File: config.mk
export PLATFORM = sky130hd
export DESIGN_NAME = rr_arb4
export DESIGN_NICKNAME = d
export VERILOG_FILES = /design/src/rtl/arb_pkg.sv /design/src/rtl/rr_pick4.sv /design/src/rtl/rr_arb4.sv
export SDC_FILE = /design/constraint.sdc
export NUM_CORES = 1
export LEC_CHECK = 0
export ABC_AREA = 1
export BUFFER_PORTS_ARGS = -buffer_cell sky130_fd_sc_hd__clkbuf_2
export CAP_MARGIN = 20
export CORE_MARGIN = 2
export CORE_UTILIZATION = 60
export CTS_CLUSTER_SIZE = 20
export DETAILED_ROUTE_END_ITERATION = 8
export PLACE_DENSITY = 0.81
export SYNTH_ARGS = -nofsm -noshare
export SYNTH_HDL_FRONTEND = slang
export SYNTH_SLANG_ARGS = --single-unit
File: constraint.sdc
create_clock -name clk -period 3.7 [get_ports clk]
set_input_delay 0.37 -clock clk [delete_from_list [all_inputs] [get_ports clk]]
set_output_delay 0.37 -clock clk [all_outputs]
set_load 0.05 [all_outputs]
File: src/rtl/arb_pkg.sv
// Shared types and constants for the four-way round-robin arbiter.
package arb_pkg;

    localparam int NUM_REQ = 4;

    typedef enum logic {
        ARB_IDLE,
        ARB_GRANTED
    } arb_state_t;

    typedef logic [1:0] arb_idx_t;

    // One-hot vector selecting requester idx.
    function automatic logic [NUM_REQ-1:0] idx_to_onehot(input arb_idx_t idx);
        return 4'b0001 << idx;
    endfunction

endpackage

File: src/rtl/rr_pick4.sv
// Rotated priority search: finds the first set bit of (req & mask),
// starting at last+1 and wrapping through last+2, last+3, last.
module rr_pick4
    import arb_pkg::*;
(
    input  logic [3:0] i_req,
    input  logic [1:0] i_last,
    input  logic [3:0] i_mask,
    output logic       o_found,
    output logic [1:0] o_idx
);

    logic [NUM_REQ-1:0] w_cand;
    logic [1:0]         w_pos;

    assign w_cand = i_req & i_mask;

    // Walk the four positions after the last holder; the first candidate wins.
    always_comb begin
        o_found = 1'b0;
        o_idx   = 2'd0;
        w_pos   = 2'd0;
        for (int k = 1; k <= NUM_REQ; k++) begin
            w_pos = i_last + 2'(k);
            if (!o_found && w_cand[w_pos]) begin
                o_found = 1'b1;
                o_idx   = w_pos;
            end
        end
    end

endmodule

File: src/rtl/rr_arb4.sv
// Four-way round-robin arbiter with optional hold-time pre-emption.
// The grant vector, holder index and busy flag all come straight from
// flops, so there is no combinational path from req to any output.
module rr_arb4
    import arb_pkg::*;
#(
    parameter int HOLD_MAX = 16
) (
    input  logic       clk,
    input  logic       reset,
    input  logic [3:0] req,
    output logic [3:0] grant,
    output logic [1:0] grant_idx,
    output logic       busy
);

    // Hold counter width; derived from HOLD_MAX, at least one bit.
    localparam int CNT_BITS    = (HOLD_MAX < 1) ? 1 : $clog2(HOLD_MAX + 1);
    // Counter value at which a waiting requester may take over the grant.
    localparam int HOLD_LAST_I = (HOLD_MAX < 1) ? 0 : HOLD_MAX - 1;
    localparam logic [CNT_BITS-1:0] HOLD_LAST = HOLD_LAST_I[CNT_BITS-1:0];
    localparam logic PREEMPT_EN = (HOLD_MAX > 0);

    arb_state_t          r_state;
    logic [3:0]          r_grant;
    logic [1:0]          r_idx;
    logic [1:0]          r_last;
    logic [CNT_BITS-1:0] r_cnt;
    logic                r_busy;

    arb_state_t          w_state_nxt;
    logic [3:0]          w_grant_nxt;
    logic [1:0]          w_idx_nxt;
    logic [1:0]          w_last_nxt;
    logic [CNT_BITS-1:0] w_cnt_nxt;
    logic [3:0]          w_pick_mask;
    logic                w_found;
    logic [1:0]          w_pick_idx;

    // While granted, the holder never competes in the handover search, so
    // a holder that releases cannot immediately win again.
    assign w_pick_mask = (r_state == ARB_IDLE) ? 4'b1111 : ~idx_to_onehot(r_idx);

    rr_pick4 u_pick (
        .i_req   (req),
        .i_last  (r_last),
        .i_mask  (w_pick_mask),
        .o_found (w_found),
        .o_idx   (w_pick_idx)
    );

    // State register: all arbiter state, cleared asynchronously.
    always_ff @(posedge clk or posedge reset) begin
        if (reset) begin
            r_state <= ARB_IDLE;
            r_grant <= 4'b0000;
            r_idx   <= 2'd0;
            r_last  <= 2'd3;
            r_cnt   <= '0;
            r_busy  <= 1'b0;
        end else begin
            r_state <= w_state_nxt;
            r_grant <= w_grant_nxt;
            r_idx   <= w_idx_nxt;
            r_last  <= w_last_nxt;
            r_cnt   <= w_cnt_nxt;
            r_busy  <= (w_grant_nxt != 4'b0000);
        end
    end

    // Next-state logic: grant on request, handover on release or hold expiry.
    always_comb begin
        w_state_nxt = r_state;
        w_grant_nxt = r_grant;
        w_idx_nxt   = r_idx;
        w_last_nxt  = r_last;
        w_cnt_nxt   = r_cnt;
        case (r_state)
            ARB_IDLE: begin
                if (w_found) begin
                    w_state_nxt = ARB_GRANTED;
                    w_grant_nxt = idx_to_onehot(w_pick_idx);
                    w_idx_nxt   = w_pick_idx;
                    w_last_nxt  = w_pick_idx;
                    w_cnt_nxt   = '0;
                end
            end
            ARB_GRANTED: begin
                if (!req[r_idx]) begin
                    // Holder released: hand over with no bubble, or go idle.
                    if (w_found) begin
                        w_grant_nxt = idx_to_onehot(w_pick_idx);
                        w_idx_nxt   = w_pick_idx;
                        w_last_nxt  = w_pick_idx;
                    end else begin
                        w_state_nxt = ARB_IDLE;
                        w_grant_nxt = 4'b0000;
                        w_idx_nxt   = 2'd0;
                    end
                    w_cnt_nxt = '0;
                end else if (PREEMPT_EN && (r_cnt == HOLD_LAST) && w_found) begin
                    // Hold time used up and someone is waiting: revoke.
                    w_grant_nxt = idx_to_onehot(w_pick_idx);
                    w_idx_nxt   = w_pick_idx;
                    w_last_nxt  = w_pick_idx;
                    w_cnt_nxt   = '0;
                end else if (PREEMPT_EN && (r_cnt != HOLD_LAST)) begin
                    // Count the hold time; saturates at HOLD_LAST.
                    w_cnt_nxt = r_cnt + CNT_BITS'(1);
                end
            end
            default: begin
                w_state_nxt = ARB_IDLE;
                w_grant_nxt = 4'b0000;
                w_idx_nxt   = 2'd0;
                w_cnt_nxt   = '0;
            end
        endcase
    end

    // Outputs: driven directly from the registers.
    always_comb begin
        grant     = r_grant;
        grant_idx = r_idx;
        busy      = r_busy;
    end

`ifdef FORMAL
    // Grant is one-hot or zero, and busy/grant_idx agree with it.
    always_comb begin
        assert ($onehot0(grant));
        assert (busy == (grant != 4'b0000));
        assert ((grant == 4'b0000) ? (grant_idx == 2'd0)
                                   : (grant == idx_to_onehot(grant_idx)));
    end

    // A newly granted requester must have been requesting at that edge.
    always @(posedge clk) begin
        if (!reset) begin
            assert (((w_grant_nxt & ~r_grant) & ~req) == 4'b0000);
        end
    end
`endif

endmodule

==> impl_metrics.py <==
metrics = {
    "drt": {
        "vias_per_cell": 5.43,
        "dr_total_vias": 1114,
        "avgRoutedWirePerCell_um": 12.6,
        "ant_nets": 0,
        "drtIter0Drc": 19,
        "wl_mm": 2.59,
        "drc_errors": 0,
        "first_pass_iters": 4,
    },
    "clock_network": {
        "numClockSinks": 15,
        "cts-hold-fix-buffers": 0,
        "cts.path.max_buffers": 2,
        "cts.repair.resized": 0,
        "cts_inserted_buffers": 3,
        "post-cts-setup-buffers": 0,
        "htreeDepth": 1,
        "clk_pin_slew_ns": 0.10,
        "insertion_delay_ns": 0.29,
        "cts_tree": "done",
        "cts_root_buf": "clkbuf_4",
    },
    "sta": {
        "worst_pin_slew_ns": 0.561,
        "max-slew-margin-rel": 0.625,
        "slew_viol_final": 0,
        "period_share": 0.583,
        "setup_viol": 0,
        "hold_violations": 0,
        "fin_skew_ns": 0.00417,
        "min_period_ns": 2.16,
        "rsz0062_at_grt": "false",
        "tns_ns": 0,
        "holdWs_ns": 0.0954,
        "clock.fmax_mhz": 464,
    },
    "place": {
        "routabilityCongestion": 0.884,
        "hpwl_mm": 2.08,
        "io_buffers": 12,
        "place_inst": 201,
    },
    "flow_run": {
        "drv_cap": 0,
    },
    "global_route": {
        "grt_max_degree": 16,
        "overflow": 0,
        "grt_pass1_vias": 1095,
        "antenna_found_initial": 0,
        "grtUsageTotal": 0.237,
        "grt_pass1_wl_mm": 4.53,
    },
    "logic_synthesis": {
        "synth_fp_nets": 172,
        "synth_cell_types": 30,
        "ys_seq_area_frac": 0.302,
        "synth_flop_cell": "dfrtp_1",
        "yosys_warnings": 0,
        "ys_top_cells_by_count": "nand2_1, nand3_1, inv_1, dfrtp_1, nand3_2",
        "synth_edf_count": 0,
        "synth.most_common_cell": "nand2_1",
        "syn_area_per_cell_sq_um": 7.58,
        "synthTopCellsByArea": "dfrtp_1, nand2_1, nand3_2",
        "synth_seq_cells": 15,
        "synth_top_area_cell": "dfrtp_1",
        "synth_cells": 165,
        "netlist.area_leader.share": 0.260,
        "async_flop_share": 1.00,
        "syn_area_sq_um": 1250,
    },
    "worst_setup_path": {
        "crit_buf_inv": 2,
        "r2r-start": "r_last[0]",
        "cp_max_fo": 7,
        "cp.depth": 11,
        "cp_data_arrival_time_ns": 2.34,
        "critical_path_class": "register to register",
        "crit_chain": "inv_2, nand3_2, nand3_1, nand2_4, nand3_2, nor2_4, nand2_2, o21ai_4, inv_2, a21oi_1, a21oi_1",
        "crit_path_end": "r_cnt[0]",
        "r2r_cells": 11,
        "cp-end-kind": "register",
        "critical_path.startpoint": "r_last[0]",
        "cpPeakStageDelay_ns": 0.72,
        "r2r-end": "r_cnt[0]",
        "critPathSlowestCell": "dfstp_2",
        "r2r_slack_ns": 1.54,
        "required_ns": 3.88,
        "critical_path.top_delay_family": "simple AND/OR/NAND/NOR gates",
        "worstSetupStartpointType": "register",
    },
    "die": {
        "rows": 16,
        "io_pins": 13,
        "die_x_um": 49.7,
        "start_util": 0.638,
        "dieHeight_um": 49.7,
        "dieArea_sq_um": 2470,
        "coreArea_sq_um": 1960,
    },
    "final_layout": {
        "finish.utilization": 0.688,
        "n_antenna_cell": 0,
        "fin_nets": 186,
        "final_layout_size_suffix_gt1_frac": 0.320,
        "syn2layout_area_growth_pct": 7.80,
        "num-fill-cells": 173,
        "stdcell_count": 205,
    },
    "status": {
        "status": "finished, final reports clean",
    },
    "worst_hold_path": {
        "hold_class": "primary input to asynchronous set/reset pin",
    },
}
[placed cells by master (no fill, tap or decap), types with 3 or more instances in the layout]
cell,n
clkbuf_2,12
nand2_2,9
nor3_1,4
a21oi_1,4
nand3_1,20
inv_2,6
inv_1,16
nand3_2,11
o21ai_0,8
nor2_1,7
clkbuf_4,3
nand2_1,41
dfrtp_1,13
nand4_1,3
[layout make-up]
class                   instances  area (sq um)  area share
flip-flops and latches         15           378       0.280
multi-input cells             124           761       0.564
clock buffers                   3          22.5      0.0167
clock inverters                 1          7.51     0.00557
inverters                      23          86.3      0.0640
repair buffers                 12          60.1      0.0445
well taps                      27          33.8      0.0250
[metrics by stage]
step,area [sq um],worst slack (ns)
after global routing,1350,1.39
after global placement,1320,1.63
after floorplan,1250,1.68
after detailed placement,1320,1.57
final,1350,1.54
after CTS,1350,1.56
[cell families after synthesis]
family | count (synthesis) | synth area share
XOR/XNOR | 3 | 0.0510
adder cells (fa/ha/maj) | 1 | 0.0100
AO/OA/AOI/OAI | 18 | 0.0970
flip-flops | 15 | 0.302
AND/OR/NAND/NOR | 102 | 0.450
buffers and inverters | 26 | 0.0900
[how the worst min path moves through the flow]
stage	end	slack [ns]	cells after the start
global route	r_state	0.14	2
detailed placement	grant_idx[1]	0.43	2
global placement	grant_idx[0]	0.41	2
CTS	grant_idx[0]	0.11	2
floorplan	busy	0.27	1
finish	grant_idx[0]	0.1	2
[per-layer routing]
metal | vias up | track usage | share of wire
met3 | 2 | 0.0273 | 0.024
li1 | 561 | - | -
met5 | - | 0 | 0
met4 | 0 | 0.0417 | 0.0039
met1 | 530 | 0.292 | 0.46
met2 | 21 | 0.444 | 0.51
[registers in the layout, summed over array words and instances, names as in the netlist]
signal,cells
busy,1
grant,4
grant_idx,2
r_cnt,5
r_last,2
r_state,1
Power is not shown: default switching activity piles up to over one toggle a cycle in this logic, so the estimate is an artifact.
